File: src/rtl/io_bus_initiator_if.sv
// io_bus_initiator_if: groups the command, write-data, read-response and IO-bus signals of the
// IO-bus initiator.
//   master : the initiator's view; it takes commands and write data and drives the IO bus.
//   slave  : the view of the agent and responders around it.
// Signals:
//   cmd_*        command channel (valid/ready; write, addr, be, len = beats minus one)
//   wr_*         write-data channel (valid/ready, data)
//   rsp_*        read-response channel (valid/ready, data, last)
//   busy         high whenever a burst is in progress
//   w*           memory-mapped IO bus (read/write strobes, byte enable, address, data)
interface io_bus_initiator_if #(
    parameter int unsigned LEN_W = 4
) ();
    logic             cmd_valid;
    logic             cmd_ready;
    logic             cmd_write;
    logic [31:0]      cmd_addr;
    logic [3:0]       cmd_be;
    logic [LEN_W-1:0] cmd_len;

    logic             wr_valid;
    logic [31:0]      wr_data;
    logic             wr_ready;

    logic             rsp_valid;
    logic [31:0]      rsp_data;
    logic             rsp_last;
    logic             rsp_ready;

    logic             busy;

    logic             wReadEnable;
    logic             wWriteEnable;
    logic [3:0]       wByteEnable;
    logic [31:0]      wAddress;
    logic [31:0]      wWriteData;
    logic [31:0]      wReadData;

    modport master (
        input  cmd_valid, cmd_write, cmd_addr, cmd_be, cmd_len,
        input  wr_valid, wr_data,
        input  rsp_ready,
        input  wReadData,
        output cmd_ready, wr_ready,
        output rsp_valid, rsp_data, rsp_last,
        output busy,
        output wReadEnable, wWriteEnable, wByteEnable, wAddress, wWriteData
    );

    modport slave (
        output cmd_valid, cmd_write, cmd_addr, cmd_be, cmd_len,
        output wr_valid, wr_data,
        output rsp_ready,
        output wReadData,
        input  cmd_ready, wr_ready,
        input  rsp_valid, rsp_data, rsp_last,
        input  busy,
        input  wReadEnable, wWriteEnable, wByteEnable, wAddress, wWriteData
    );
endinterface

File: src/rtl/io_bus_initiator.sv
// io_bus_initiator: master-side engine for the memory-mapped IO bus. Turns single or burst
// read/write commands into IO-bus cycles, one beat per clock, so hardware agents can poll or
// program IO peripherals without the CPU. An external arbiter muxes it with the CPU's IO port.
// Ports:
//   iCLK    system clock, rising edge
//   iRST_n  asynchronous active-low reset
//   bus     io_bus_initiator_if.master: command, write-data and response channels, busy flag
//           and the IO bus itself (wReadEnable/wWriteEnable/wByteEnable/wAddress/wWriteData
//           out, wReadData in)
// Parameters:
//   LEN_W      width of cmd_len; a burst is cmd_len+1 beats
//   ADDR_STEP  byte increment of wAddress between beats (32-bit modulo)
module io_bus_initiator #(
    parameter int unsigned LEN_W     = 4,
    parameter int unsigned ADDR_STEP = 4
) (
    input logic                   iCLK,
    input logic                   iRST_n,
    io_bus_initiator_if.master    bus
);

    typedef enum logic [1:0] {
        StIdle,
        StRead,
        StWrite
    } state_e;

    state_e           state_q;
    logic [31:0]      addr_q;
    logic [3:0]       be_q;
    logic [LEN_W-1:0] beats_left_q;
    logic             rsp_valid_q;
    logic [31:0]      rsp_data_q;
    logic             rsp_last_q;

    // The single response register is free when empty or being drained at this edge; a read
    // beat may only go out on the bus then, so a stalled consumer stalls the bus.
    logic rd_fire;
    logic wr_fire;
    logic last_beat;

    always_comb begin
        rd_fire   = (state_q == StRead) && (!rsp_valid_q || bus.rsp_ready);
        wr_fire   = (state_q == StWrite) && bus.wr_valid;
        last_beat = (beats_left_q == '0);
    end

    always_ff @(posedge iCLK or negedge iRST_n) begin
        if (!iRST_n) begin
            state_q      <= StIdle;
            addr_q       <= '0;
            be_q         <= '0;
            beats_left_q <= '0;
            rsp_valid_q  <= 1'b0;
            rsp_data_q   <= '0;
            rsp_last_q   <= 1'b0;
        end else begin
            unique case (state_q)
                StIdle: begin
                    if (bus.cmd_valid) begin
                        addr_q       <= bus.cmd_addr;
                        be_q         <= bus.cmd_be;
                        beats_left_q <= bus.cmd_len;
                        state_q      <= bus.cmd_write ? StWrite : StRead;
                    end
                end
                StRead: begin
                    if (rd_fire) begin
                        if (last_beat) begin
                            state_q <= StIdle;
                        end else begin
                            addr_q       <= addr_q + 32'(ADDR_STEP);
                            beats_left_q <= beats_left_q - LEN_W'(1);
                        end
                    end
                end
                StWrite: begin
                    if (wr_fire) begin
                        if (last_beat) begin
                            state_q <= StIdle;
                        end else begin
                            addr_q       <= addr_q + 32'(ADDR_STEP);
                            beats_left_q <= beats_left_q - LEN_W'(1);
                        end
                    end
                end
                default: state_q <= StIdle;
            endcase

            // A capture at the same edge as a drain keeps the register full.
            if (rd_fire) begin
                rsp_valid_q <= 1'b1;
                rsp_data_q  <= bus.wReadData;
                rsp_last_q  <= last_beat;
            end else if (bus.rsp_ready) begin
                rsp_valid_q <= 1'b0;
            end
        end
    end

    // Strobes follow the handshakes combinationally: the responders return read data in the
    // same cycle and sample writes at the closing edge.
    always_comb begin
        bus.cmd_ready    = (state_q == StIdle);
        bus.busy         = (state_q != StIdle);
        bus.wr_ready     = 1'b0;
        bus.wReadEnable  = 1'b0;
        bus.wWriteEnable = 1'b0;
        bus.wByteEnable  = '0;
        bus.wAddress     = addr_q;
        bus.wWriteData   = '0;
        bus.rsp_valid    = rsp_valid_q;
        bus.rsp_data     = rsp_data_q;
        bus.rsp_last     = rsp_last_q;
        unique case (state_q)
            StRead: begin
                bus.wReadEnable = rd_fire;
                bus.wByteEnable = be_q;
            end
            StWrite: begin
                bus.wr_ready     = 1'b1;
                bus.wWriteEnable = bus.wr_valid;
                bus.wWriteData   = bus.wr_valid ? bus.wr_data : 32'h0;
                bus.wByteEnable  = be_q;
            end
            default: begin
            end
        endcase
    end

endmodule

File: src/flat_wrapper.sv
// flat-port wrapper written by rule: the top's interface ports become plain ports
module io_bus_initiator_flat 
#(
    parameter int unsigned LEN_W     = 4,
    parameter int unsigned ADDR_STEP = 4
)
  (iCLK, iRST_n, bus_cmd_valid, bus_cmd_write, bus_cmd_addr, bus_cmd_be, bus_cmd_len, bus_wr_valid, bus_wr_data, bus_rsp_ready, bus_wReadData, bus_cmd_ready, bus_wr_ready, bus_rsp_valid, bus_rsp_data, bus_rsp_last, bus_busy, bus_wReadEnable, bus_wWriteEnable, bus_wByteEnable, bus_wAddress, bus_wWriteData);
  io_bus_initiator_if #(.LEN_W(LEN_W)) bus_i ();
  input logic iCLK;
  input logic iRST_n;
  input wire logic [$bits(bus_i.cmd_valid)-1:0] bus_cmd_valid;
  input wire logic [$bits(bus_i.cmd_write)-1:0] bus_cmd_write;
  input wire logic [$bits(bus_i.cmd_addr)-1:0] bus_cmd_addr;
  input wire logic [$bits(bus_i.cmd_be)-1:0] bus_cmd_be;
  input wire logic [$bits(bus_i.cmd_len)-1:0] bus_cmd_len;
  input wire logic [$bits(bus_i.wr_valid)-1:0] bus_wr_valid;
  input wire logic [$bits(bus_i.wr_data)-1:0] bus_wr_data;
  input wire logic [$bits(bus_i.rsp_ready)-1:0] bus_rsp_ready;
  input wire logic [$bits(bus_i.wReadData)-1:0] bus_wReadData;
  output wire logic [$bits(bus_i.cmd_ready)-1:0] bus_cmd_ready;
  output wire logic [$bits(bus_i.wr_ready)-1:0] bus_wr_ready;
  output wire logic [$bits(bus_i.rsp_valid)-1:0] bus_rsp_valid;
  output wire logic [$bits(bus_i.rsp_data)-1:0] bus_rsp_data;
  output wire logic [$bits(bus_i.rsp_last)-1:0] bus_rsp_last;
  output wire logic [$bits(bus_i.busy)-1:0] bus_busy;
  output wire logic [$bits(bus_i.wReadEnable)-1:0] bus_wReadEnable;
  output wire logic [$bits(bus_i.wWriteEnable)-1:0] bus_wWriteEnable;
  output wire logic [$bits(bus_i.wByteEnable)-1:0] bus_wByteEnable;
  output wire logic [$bits(bus_i.wAddress)-1:0] bus_wAddress;
  output wire logic [$bits(bus_i.wWriteData)-1:0] bus_wWriteData;
  assign bus_i.cmd_valid = bus_cmd_valid;
  assign bus_i.cmd_write = bus_cmd_write;
  assign bus_i.cmd_addr = bus_cmd_addr;
  assign bus_i.cmd_be = bus_cmd_be;
  assign bus_i.cmd_len = bus_cmd_len;
  assign bus_i.wr_valid = bus_wr_valid;
  assign bus_i.wr_data = bus_wr_data;
  assign bus_i.rsp_ready = bus_rsp_ready;
  assign bus_i.wReadData = bus_wReadData;
  assign bus_cmd_ready = bus_i.cmd_ready;
  assign bus_wr_ready = bus_i.wr_ready;
  assign bus_rsp_valid = bus_i.rsp_valid;
  assign bus_rsp_data = bus_i.rsp_data;
  assign bus_rsp_last = bus_i.rsp_last;
  assign bus_busy = bus_i.busy;
  assign bus_wReadEnable = bus_i.wReadEnable;
  assign bus_wWriteEnable = bus_i.wWriteEnable;
  assign bus_wByteEnable = bus_i.wByteEnable;
  assign bus_wAddress = bus_i.wAddress;
  assign bus_wWriteData = bus_i.wWriteData;
  io_bus_initiator #(.LEN_W(LEN_W), .ADDR_STEP(ADDR_STEP)) u_core (.iCLK(iCLK), .iRST_n(iRST_n), .bus(bus_i));
endmodule
File: config.mk
export PLATFORM = sky130hd
export DESIGN_NAME = io_bus_initiator_flat
export DESIGN_NICKNAME = d
export VERILOG_FILES = /design/src/rtl/io_bus_initiator_if.sv /design/src/rtl/io_bus_initiator.sv /design/src/flat_wrapper.sv
export SDC_FILE = /design/constraint.sdc
export NUM_CORES = 1
export LEC_CHECK = 0
export CAP_MARGIN = 20
export CORE_ASPECT_RATIO = 1.2
export CORE_MARGIN = 4
export CORE_UTILIZATION = 43
export DETAILED_ROUTE_END_ITERATION = 16
export GPL_ROUTABILITY_DRIVEN = 0
export PLACE_DENSITY_LB_ADDON = 0.12
export SYNTH_ARGS = -nofsm -noshare
export SYNTH_HDL_FRONTEND = slang
export SYNTH_SLANG_ARGS = --single-unit
File: constraint.sdc
create_clock -name iCLK -period 3.6 [get_ports iCLK]
set_input_delay 0.72 -clock iCLK [delete_from_list [all_inputs] [get_ports iCLK]]
set_output_delay 0.72 -clock iCLK [all_outputs]
set_load 0.005 [all_outputs]
Word-level counts from Yosys, hierarchy flattened:

Cells that the tools add are included.

* output and inout bits: 107
* flip-flop bits (word level): 76
* input port bits: 110

* add/subtract/negate cells: 2
* equality and inequality tests: 5
* reduce and logical (&&, ||, !) cells: 13
* mux-type cells: 24

Operator list (count)
* $mux 32: 6
* $pmux 32 s3: 1
* $add 32x3->32 const B: 1
* $mux 4: 5
* $pmux 4 s3: 1
* $mux 2: 5
* $pmux 2 s3: 1
* $mux 1: 5
* $logic_not 4->1: 1
* $ne 2x1->1 const B: 2
* $reduce_and 4->1: 1
* $reduce_bool 2->1: 2
* $sub 4x1->4 const B: 1
* $reduce_and 3->1: 1
* $reduce_bool 3->1: 1
* $eq 2x1->1 const B: 1
* $eq 2x2->1 const B: 1
* $logic_and 1x1->1: 2
* $logic_not 2->1: 1
* $ne 2x2->1 const B: 1
* $reduce_and 2->1: 1
* $reduce_or 2->1: 1
* $logic_not 1->1: 1
* $logic_or 1x1->1: 1

Longest topological paths before layout:

Gate-level depths: netlist of run 1.

* depth after elaboration: 5
* gate-level depth with buffers: 9

Worst setup path before layout of run 1:

No wires, ideal clock.

* path kind: input -> output
* from: input bus_rsp_ready
* to: output bus_wReadEnable
* slack: 1411 ps
* arrival: 1469 ps
* data required time: 2880 ps
* stages: 4
* path through: nand2b_1 > nand2_1 > clkbuf_1 > inv_1

* word-level cells in the longest chain between the ends: 3

Ends and longest elaborated chain
* from (decl): line flat_wrapper.sv:18 `input wire logic [$bits(bus_i.rsp_ready)-1:0] bus_rsp_ready;`
* $logic_or 1x1->1: line io_bus_initiator.sv:43 `rd_fire = (state_q == StRead) && (!rsp_valid_q || bus.rsp_ready);`
* $logic_and 1x1->1: line io_bus_initiator.sv:43
* $mux 1: line io_bus_initiator.sv:115 `unique case (state_q)`
* to (decl): line flat_wrapper.sv:26 `output wire logic [$bits(bus_i.wReadEnable)-1:0] bus_wReadEnable;`

Every way passes these cells.

Final worst setup path of run 1:

* from: input bus_wr_valid
* to: output bus_wWriteData[22]

* word-level cells in the longest chain between the ends: 2

Ends and longest elaborated chain
* from (decl): line flat_wrapper.sv:16 `input wire logic [$bits(bus_i.wr_valid)-1:0] bus_wr_valid;`
* $mux 32: line io_bus_initiator.sv:123 `bus.wWriteData = bus.wr_valid ? bus.wr_data : 32'h0;`
* $mux 32: line io_bus_initiator.sv:115
* to (decl): line flat_wrapper.sv:30 `output wire logic [$bits(bus_i.wWriteData)-1:0] bus_wWriteData;`

Every way passes these cells.

==> results.md, run 1 <==
- Status: finished clean
- Die Width: between 90 and 100 um
- Worst slew pin tran: 0.9868 ns
- Sequential area share after synthesis: a little under half
- Nets: 743
- Crit path launch type: input pin
- Clk buf depth: 2
- Worst-path clk slew: 0.06 ns
- Critical path type: input pin to primary output
- Core Region: 9467 um^2
- F_max: 0.3226 GHz
- Hold crit path type: register to register
- Final Hold Viols: 0
- GRT Overall Usage: 22.96%
- Final setup violation count: 0
- Drt pass-1 iters: 4
- PortBufs: about 220
- Die Y: ~120 um
- Largest net degree at the start of global routing: 77
- RSZ-0062 raised after global routing: no
- DRT iter0 DRCs: ~140
- Mapped Area: 4153 um^2
- Hold path depth: 2
- Post-synth top flop: dfrtp_1
- Layout cell share with drive strength beyond 1: 11.43%
- Crit. End Element: primary output
- Initial Util: 43.87%
- Setup total negative slack: 0 ns
- Leak: 0.002842 uW
- Fin Hold WS: 0.4974 ns
- Crit Path Max Fanout: 18
- Num CTS Buffers: 9
- Commonest cells after routing, fill and taps aside: clkdlybuf4s50_1, dfrtp_1, mux2_2
- Hold Path Origin: u_core.bus.rsp_last
- Clk sinks: 76
- First-pass GRT wire length: approximately 21 mm
- Final worst slack: 0.5001 ns
- Root buf cell: clkbuf_16
- Slew headroom: 34.21%
- Synthesized instance count: 416
- ANT nets after route: 0
- CTS H-tree depth: 3
- Rows: 39
- Req. time, crit path: between 2 and 3 ns
- Vias in the first global route: just over 4000
- Clock period minus worst slack: 3.100 ns
- # hold bufs at CTS: 0
- Most common cell after layout, fill and taps aside: clkdlybuf4s50_1
- R2r endpoint: u_core.bus.wAddress[7]
- Worst R2R Path Depth: 10
- R2R setup slack: 1.11 ns
- DP Worst Slack: 0.5305 ns
- Max-capacitance violation count: 0
- Initial antenna violation count: 0
- # DRC: 0
- IO Pins: 217
- Via Count: 4119
- Inserted Diodes: 0
- Die area: 11300 um^2
- Vias per cell: 5.470
- Syn_area_per_cell: 9.983 um^2
- VDD IR max: ~0.48 mV
- Seq cells post-synth: 76
- Total wire length: 13.50 mm
- Number of flops mapped to enable cells by yosys: 0
- Skew final: approximately 0.0052 ns
- Syn Nets: 533
- GR Overflow Total: 0
- Number of setup buffers added after CTS: 0
- CTS resizes: 0
- Distinct cells, synth: 53
- Per-cell routed wire length: 17.93 um
- RR Startpoint: u_core.state_q[0]
- Fraction of registers with async set/reset: 100.0%
- Endpoint, Worst Hold: u_core.bus.rsp_last
- CTS tree: yes
- Final Power: 5853 uW
- Post-DP HPWL: ~10 mm
- Pwr per Cell Area: 861.2 nW/um^2
- Worst EP arrival: 2.38 ns
- Clk_lat worst skew: 0.33 ns
- Final worst path period share: 86.11%
- Area grow syn2layout: 63.66%
- Slew Viols, Final: 0
- YS warnings: 0
[per-layer routing]
metal	track usage, %	share of wire, %	wire, um	vias up
met2	38.73	51	6844	139
met1	28.03	40	5346	1994
met3	8.489	8.2	1102	19
met5	0	0	0	-
met4	6.094	1.6	210	0
li1	-	-	-	1967
[synthesized netlist by cell type (all sizes together) (9+ instances only)]
cell type / number / share of area, %
a21oi: 23 / 2.8
buf: 9 / 1.3
dfrtp: 76 / 46
and3: 34 / 5.1
clkbuf: 19 / 1.7
nand4: 9 / 1.4
nand3: 23 / 2.8
and2: 9 / 1.4
mux2i: 12 / 2.9
nand2: 25 / 2.3
nor4: 10 / 2.2
nor3: 12 / 1.4
o22ai: 13 / 2.0
mux2: 37 / 10
o21ai: 27 / 3.3
inv: 14 / 1.3
a22oi: 11 / 2.0
[registers in the layout, indices dropped and copies added (netlist names)]
| name | cells |
|---|---|
| u_core.beats_left_q | 4 |
| u_core.bus.wAddress | 32 |
| u_core.bus.rsp_data | 32 |
| u_core.bus.rsp_valid | 1 |
| u_core.be_q | 4 |
| u_core.bus.rsp_last | 1 |
| u_core.state_q | 2 |
[worst max-delay path, stage by stage]
cell,delay (ns)
clkdlybuf4s50_1,0.71
buf_4,0.26
and3_1,0.18
clkdlybuf4s50_1,0.50
[metrics by stage]
step,util (%),cell area [um^2],cells
after floorplan,-,4153,416
after global placement,67.86,6424,738
after detailed placement,67.86,6424,738
after CTS,71.79,6797,753
after global routing,71.79,6797,753
final,71.79,6797,753
[report_power, final]
group	total (uW)	leakage, uW	internal, uW	switching, uW
registers	1740	0.000900	1310	435
logic	2990	0.00176	1670	1310
clock network	1120	0.000182	782	343
total	5850	0.00284	3760	2090
[worst max path at each step]
stage	to	cells past startpoint	start
floorplan	bus_wReadEnable	4	bus_rsp_ready
global placement	bus_wWriteData[22]	4	bus_wr_valid
detailed placement	bus_wWriteData[22]	4	bus_wr_valid
CTS	bus_wWriteData[22]	4	bus_wr_valid
global route	bus_wWriteData[22]	4	bus_wr_valid
finish	bus_wWriteData[22]	4	bus_wr_valid
[kinds of logic after synthesis]
family          Yosys count  share of synthesized area (%)
fa+ha+maj                 7                          2.109
flops                    76                          45.80
simple gates            144                          20.01
buf+inv                  42                          4.278
mux                      49                          12.93
compound gates           98                          14.88
[area by class of cell]
| class | count | area [um^2] |
|---|---|---|
| Fill cell | 730 | 2670 |
| Timing Repair Buffer | 227 | 2242 |
| Multi-Input combinational cell | 298 | 2073 |
| Sequential cell | 76 | 1902 |
| Clock buffer | 11 | 252.7 |
| Tap cell | 123 | 153.9 |
| Clock inverter | 4 | 120.1 |
| Inverter | 14 | 52.55 |
Note: power is estimated with default switching activity, not from simulation.
==> inputs of run 2 (changes only) <==
CORE_UTILIZATION = 40   (was 43)
clock period = 2.99 ns   (was 3.6 ns; I/O delays follow)
==> run 2 against run 1 <==
Critical path depth up 1; worst setup slack worse by 0.15 ns; clock skew up 0.0045 ns; sequential power up 21%; core utilization down 4.3 points; via count up 1.3%; first-iteration DRC count up 30%; sequential share of layout area about the same; register-to-register slack worse by 0.44 ns; die area up 6.9%; largest power group unchanged; highest routed layer unchanged.
==> results.md, run 2 (synthesis results as in run 1) <==
- GR Overflow Total: 0 (unchanged)
- Core Region: 10060 um^2 (+6.3%)
- NetSw: 2557 uW (+22%)
- Slew Viols, Final: 0 (unchanged)
- Busiest layer in global routing: met2
- # hold bufs at CTS: 0 (unchanged)
- Inserted Diodes: 0 (unchanged)
- Commonest cells after routing, fill and taps aside: clkdlybuf4s50_1, dfrtp_1, mux2_2
- Layout cell share with drive strength beyond 1: 11.85% (+0.42 points)
- GRT Overall Usage: 22.33% (-0.63 points)
- Setup total negative slack: 0 ns (unchanged)
- Final setup violation count: 0 (unchanged)
- Worst path max stage delay: 0.51 ns (-0.20 ns)
- Initial Util: 41.28% (-2.6 points)
- Worst EP arrival: 2.04 ns (-0.34 ns)
- Sw Share: 36.62% (+0.91 points)
- Skew final: 0.009789 ns (+0.004540 ns)
- Pwr per Cell Area: 1028 nW/um^2 (+19%)
- Die Width: 101.0 um (+3.4%)
- ANT nets after route: 0 (unchanged)
- Worst slew pin tran: 0.9797 ns (-0.007064 ns)
- Via Count: 4174 (+1.3%)
- Critical path type: register to primary output
- Clk buf depth: 2 (unchanged)
- PortBufs: 216 (unchanged)
- Per-cell routed wire length: 17.99 um (+0.29%)
- Hold crit path type: input pin to async pin
- Clock share of power: 18.2% (-1.0 points)
- Met1 usage: 26.83% (-1.2 points)
- Worst-path clk slew: 0.07 ns (about the same)
- RSZ-0062 raised after global routing: no
- Largest net degree at the start of global routing: 77 (unchanged)
- VDD IR max: 0.4779 mV (+0.13%)
- Clk_lat worst skew: 0.33 ns (about the same)
- Final worst path period share: 88.13%
- Ordered list of cells on the worst path: inv_1 > ha_1 > buf_4 > and3_1 > clkdlybuf4s50_1
- Rows: 40 (+2.6%)
- Slew headroom: 34.68% (+0.47 points)
- Delay-heaviest family, CP: buffers and inverters
- Final worst slack: 0.3549 ns (-0.1452 ns)
- Crit. path cell count: 5 (+1)
- Clk sinks: 76 (unchanged)
- Req. time, crit path: 2.39 ns (-0.49 ns)
- Number of setup buffers added after CTS: 0 (unchanged)
- Met2 Use GR: 37.85% (-0.88 points)
- Area grow syn2layout: 63.54% (about the same)
- Leak: 0.002836 uW (-0.22%)
- # DRC: 0 (unchanged)
- DRT iter0 DRCs: 183 (+30%)
- Die Y: 119.6 um (+3.4%)
- First-pass GRT wire length: 21.82 mm (+3.4%)
- Clock period minus worst slack: 2.635 ns
- Max-capacitance violation count: 0 (unchanged)
- Post-DP HPWL: 10.31 mm (+2.2%)
- Crit. End Element: primary output
- DP Worst Slack: 0.3462 ns (-0.1843 ns)
- Nets: 745 (+0.27%)
- CP max-delay cell: clkdlybuf4s50_1
- Crit Path Max Fanout: 34 (+16)
- Sequential fraction of design power: 30.1% (+0.3 points)
- Design Area, Final: 6792 um^2 (about the same)
- CTS resizes: 0 (unchanged)
- Met3 Resource Use GR: 6.977% (-1.5 points)
- Most common cell after layout, fill and taps aside: clkdlybuf4s50_1
- Root buf cell: clkbuf_16
- Die area: 12080 um^2 (+6.9%)
- Post-DP Area: 6442 um^2 (+0.29%)
- F_max: 0.3795 GHz
- Status: finished clean
- Cell Int Power: 4426 uW (+18%)
- Crit path launch type: register
- Vias in the first global route: 4404 (+6.9%)
- Total wire length: 13.65 mm (+1.1%)
- Drt pass-1 iters: 4 (unchanged)
- CTS tree: yes
- Initial antenna violation count: 0 (unchanged)
- IO Pins: 217 (unchanged)
- Final Hold Viols: 0 (unchanged)
- Worst R2R Path Depth: 8 (-2)
- Logic gate share of total power: 51.7% (+0.7 points)
- Num CTS Buffers: 9 (unchanged)
- CP Buf/Inv Count: 3 (unchanged)
- Vias per cell: 5.499 (+0.53%)
- CTS H-tree depth: 3 (unchanged)
[run 2: cell types whose count changed in the layout (fill, tap and decap cells not counted), sizes merged]
cell | before | now
clkinv | 0 | 2
clkinvlp | 0 | 1
inv | 14 | 15
clkbuf | 11 | 9
bufinv | 4 | 3
buf | 12 | 14
[run 2: metrics by stage]
step                std cells  util (%)  hold WS (ns)  power, uW
floorplan                 416         -        0.3024       3853
finish                    759     67.51        0.4065       6984
global route              759     67.51        0.5069       7494
detailed placement        743     64.04        0.4742       5742
global placement          743     64.04        0.4670       5601
CTS                       759     67.51        0.4618       7046
[run 2: path summary, 6_finish.rpt]
kind,slack [ns],to,from
min in group iCLK,0.49,u_core.bus.wAddress[1],u_core.bus.wAddress[1]
worst max-delay path,0.35,bus_wWriteData[17],u_core.state_q[0]
max in group asynchronous,1.92,u_core.bus.rsp_data[0],iRST_n
worst max register to register,0.67,u_core.bus.wAddress[16],u_core.state_q[0]
worst min-delay path,0.41,u_core.bus.wAddress[29],iRST_n
worst min register to register,0.49,u_core.bus.wAddress[1],u_core.bus.wAddress[1]
[run 2: area by class of cell]
cell class | instances | area [um^2]
Multi-Input combinational cell | 298 | 2073
Sequential cell | 76 | 1902
Clock inverter | 7 | 123.9
Tap cell | 126 | 157.7
Timing Repair Buffer | 229 | 2257
Inverter | 14 | 52.55
Fill cell | 811 | 3268
Clock buffer | 9 | 225.2
[run 2: worst register-to-register path: stages (launching register included)]
cell	delay (ns)
dfrtp_1	0.39
inv_1	0.11
ha_1	0.40
buf_4	0.26
nand3_1	0.15
nand2_1	0.28
buf_4	0.28
nor4_1	0.07
a311o_1	0.27
[run 2: power by group through the flow]
stage | Combinational [uW] | Clock (uW) | Sequential (uW)
after floorplan | 1830 | 0 | 2020
after global placement | 3530 | 0 | 2080
after detailed placement | 3630 | 0 | 2110
after CTS | 3650 | 1290 | 2100
after global routing | 3970 | 1330 | 2190
final | 3610 | 1270 | 2100
[run 2: routing by layer]
layer	up-vias	routed length, um
li1	1975	-
met1	2032	5259
met2	151	6961
met3	16	1215
met4	0	214
met5	-	0
==> inputs of run 3 (changes only) <==
CORE_UTILIZATION = 36   (was 40)
clock period = 2.4 ns   (was 2.99 ns; I/O delays follow)
==> run 3 against run 2 <==
Register-to-register slack lost 0.43 ns; worst setup slack lost 0.30 ns; global-route usage decreased by 0.94 points; cell count is 6.5% higher; hold slack lost 0.32 ns; clock skew down 0.0065 ns; critical path type unchanged; largest cell class unchanged; largest power group unchanged.
==> results.md, run 3 (synthesis results as in run 1) <==
- Drt pass-1 iters: 4 (unchanged)
- # DRC: 0 (unchanged)
- Worst EP arrival: 1.86 ns (-0.18 ns)
- Per-cell routed wire length: 17.84 um (-0.81%)
- Design Area, Final: 7034 um^2 (+3.6%)
- WL met1: 5.654 mm (+7.5%)
- Layout cell share with drive strength beyond 1: 15.14% (+3.3 points)
- ANT nets after route: 0 (unchanged)
- F_max: 0.4273 GHz
- Highest metal used: met4
- Pwr per Cell Area: 1257 nW/um^2 (+22%)
- Skew final: 0.003241 ns (-0.006548 ns)
- Hold crit path type: input pin to async pin
- Vias per cell: 5.260 (-4.4%)
- Vias in the first global route: 4429 (+0.57%)
- CTS H-tree depth: 3 (unchanged)
- # hold bufs at CTS: 0 (unchanged)
- Die area: 13330 um^2 (+10%)
- Critical path type: register to primary output
- Leak: 0.003035 uW (+7.0%)
- Core Util, Final: 63.14% (-4.4 points)
- Area grow syn2layout: 69.39%
- Total wire length: 14.42 mm (+5.6%)
- GRT Overall Usage: 21.39% (-0.94 points)
- Largest net degree at the start of global routing: 49 (-36%)
- Via Count: 4250 (+1.8%)
- First-pass GRT wire length: 22.80 mm (+4.5%)
- Crit Path Max Fanout: 17 (-50%)
- PortBufs: 216 (unchanged)
- CP max-delay cell: clkdlybuf4s50_1
- Status: finished clean
- GR Overflow Total: 0 (unchanged)
- Final Power: 8844 uW (+27%)
- Final Hold Viols: 0 (unchanged)
- Slew Viols, Final: 0 (unchanged)
- Clk_lat worst skew: 0.33 ns (about the same)
- Commonest cells after routing, fill and taps aside: clkdlybuf4s50_1, dfrtp_1, mux2_2
- IO Pins: 217 (unchanged)
- DP Worst Slack: 0.006733 ns (-0.3395 ns)
- Worst-path clk slew: 0.06 ns (about the same)
- Rows: 42 (+5.0%)
- Final setup violation count: 0 (unchanged)
- Final worst slack: 0.05986 ns (-0.2950 ns)
- VDD IR max: 0.7054 mV (+48%)
- RSZ-0062 raised after global routing: no
- Core Region: 11140 um^2 (+11%)
- DRT iter0 DRCs: 155 (-15%)
- CP Buf/Inv Count: 3 (unchanged)
- Worst slew pin tran: 0.4532 ns (-0.5266 ns)
- Max-capacitance violation count: 0 (unchanged)
- Fill count: 967 (+19%)
- Area of the multi-input gates: 2098 um^2 (+1.2%)
- Delay-heaviest family, CP: buffers and inverters
- Final worst path period share: 97.51%
- Most common cell after layout, fill and taps aside: clkdlybuf4s50_1
- Worst R2R Path Depth: 9 (+1)
- Initial antenna violation count: 0 (unchanged)
- Register area: 1902 um^2 (unchanged)
- Post-DP Area: 6643 um^2 (+3.1%)
- DR WL met2: 7.194 mm (+3.3%)
- R2r endpoint: u_core.bus.wAddress[11]
- Inserted Diodes: 0 (unchanged)
- Nets: 766 (+2.8%)
- Routed wl met3: 1.418 mm (+17%)
- Ordered list of cells on the worst path: inv_2 > ha_4 > buf_8 > and3_1 > clkdlybuf4s50_1
- CTS tree: yes
- Req. time, crit path: 1.92 ns (-0.47 ns)
- Clock period minus worst slack: between 2 and 2.5 ns
- Post-DP HPWL: 10.87 mm (+5.4%)
- Root buf cell: clkbuf_16
- Die Width: 106.0 um (+5.0%)
- Worst path max stage delay: 0.52 ns (about the same)
- Clk sinks: 76 (unchanged)
- Clk buf depth: 2 (unchanged)
- Setup total negative slack: 0 ns (unchanged)
- Crit. End Element: primary output
- Slew headroom: 69.51% (+35 points)
- Num CTS Buffers: 9 (unchanged)
- R2R setup slack: 0.24 ns (-0.43 ns)
- RR Startpoint: u_core.state_q[0]
- Die Y: 125.7 um (+5.0%)
- Initial Util: 37.28% (-4.0 points)
- Crit path launch type: register
==> run 3: cell type report <==
class                   instances  area share [%]
clock buffers                  12           3.646
multi-input cells             298           29.83
repair buffers                250           35.33
clock inverters                 4          0.6759
inverters                      14          0.7471
well taps                     154           2.739
flip-flops and latches         76           27.04
==> run 3: power by group <==
group | internal (uW) | leakage, uW | switching [uW]
Combinational | 2810 | 0.00199 | 2070
Clock | 859 | 0.000149 | 514
Sequential | 1960 | 0.000900 | 634
Total | 5630 | 0.00304 | 3210
==> run 3: worst max path at each step <==
stage                       from                       to  slack (ns)  depth (start not counted)
5_1_grt        u_core.state_q[0]       bus_wWriteData[11]       0.001                          5
2_1_floorplan  u_core.state_q[0]  u_core.bus.wAddress[16]        0.32                          7
3_3_place_gp       bus_rsp_ready   u_core.beats_left_q[2]        0.04                          8
4_1_cts             bus_wr_valid       bus_wWriteData[29]        0.05                          4
3_5_place_dp       bus_rsp_ready  u_core.bus.wAddress[11]       0.007                          8
6_report       u_core.state_q[0]       bus_wWriteData[29]        0.06                          5
==> run 3: timing repair <==
| action | CTS | global route |
|---|---|---|
| setup endpoints to repair | 37 | 3 |
| resized for setup | 23 | 2 |
| gates cloned | 1 | 1 |
| buffers inserted | 2 | 0 |
==> run 3: worst register-to-register path, stage by stage, from the launching register on <==
cell,delay (ns)
dfrtp_1,0.39
buf_4,0.14
ha_1,0.21
and3b_1,0.21
nor4_4,0.24
buf_4,0.18
nand2_1,0.09
buf_4,0.21
a22o_1,0.24
a21o_1,0.15
==> run 3: through the flow <==
stage	hold WS, ns	instances
global placement	0.4417	788
CTS	0.08957	807
floorplan	0.1844	416
global route	0.1022	808
detailed placement	0.4467	788
finish	0.08344	808
==> run 3: metal layers <==
metal / global-route usage, % / vias to the layer above
met2: 35.74 / 159
li1: - / 2013
met3: 8.291 / 14
met5: 0 / -
met1: 25.57 / 2064
met4: 6.326 / 0
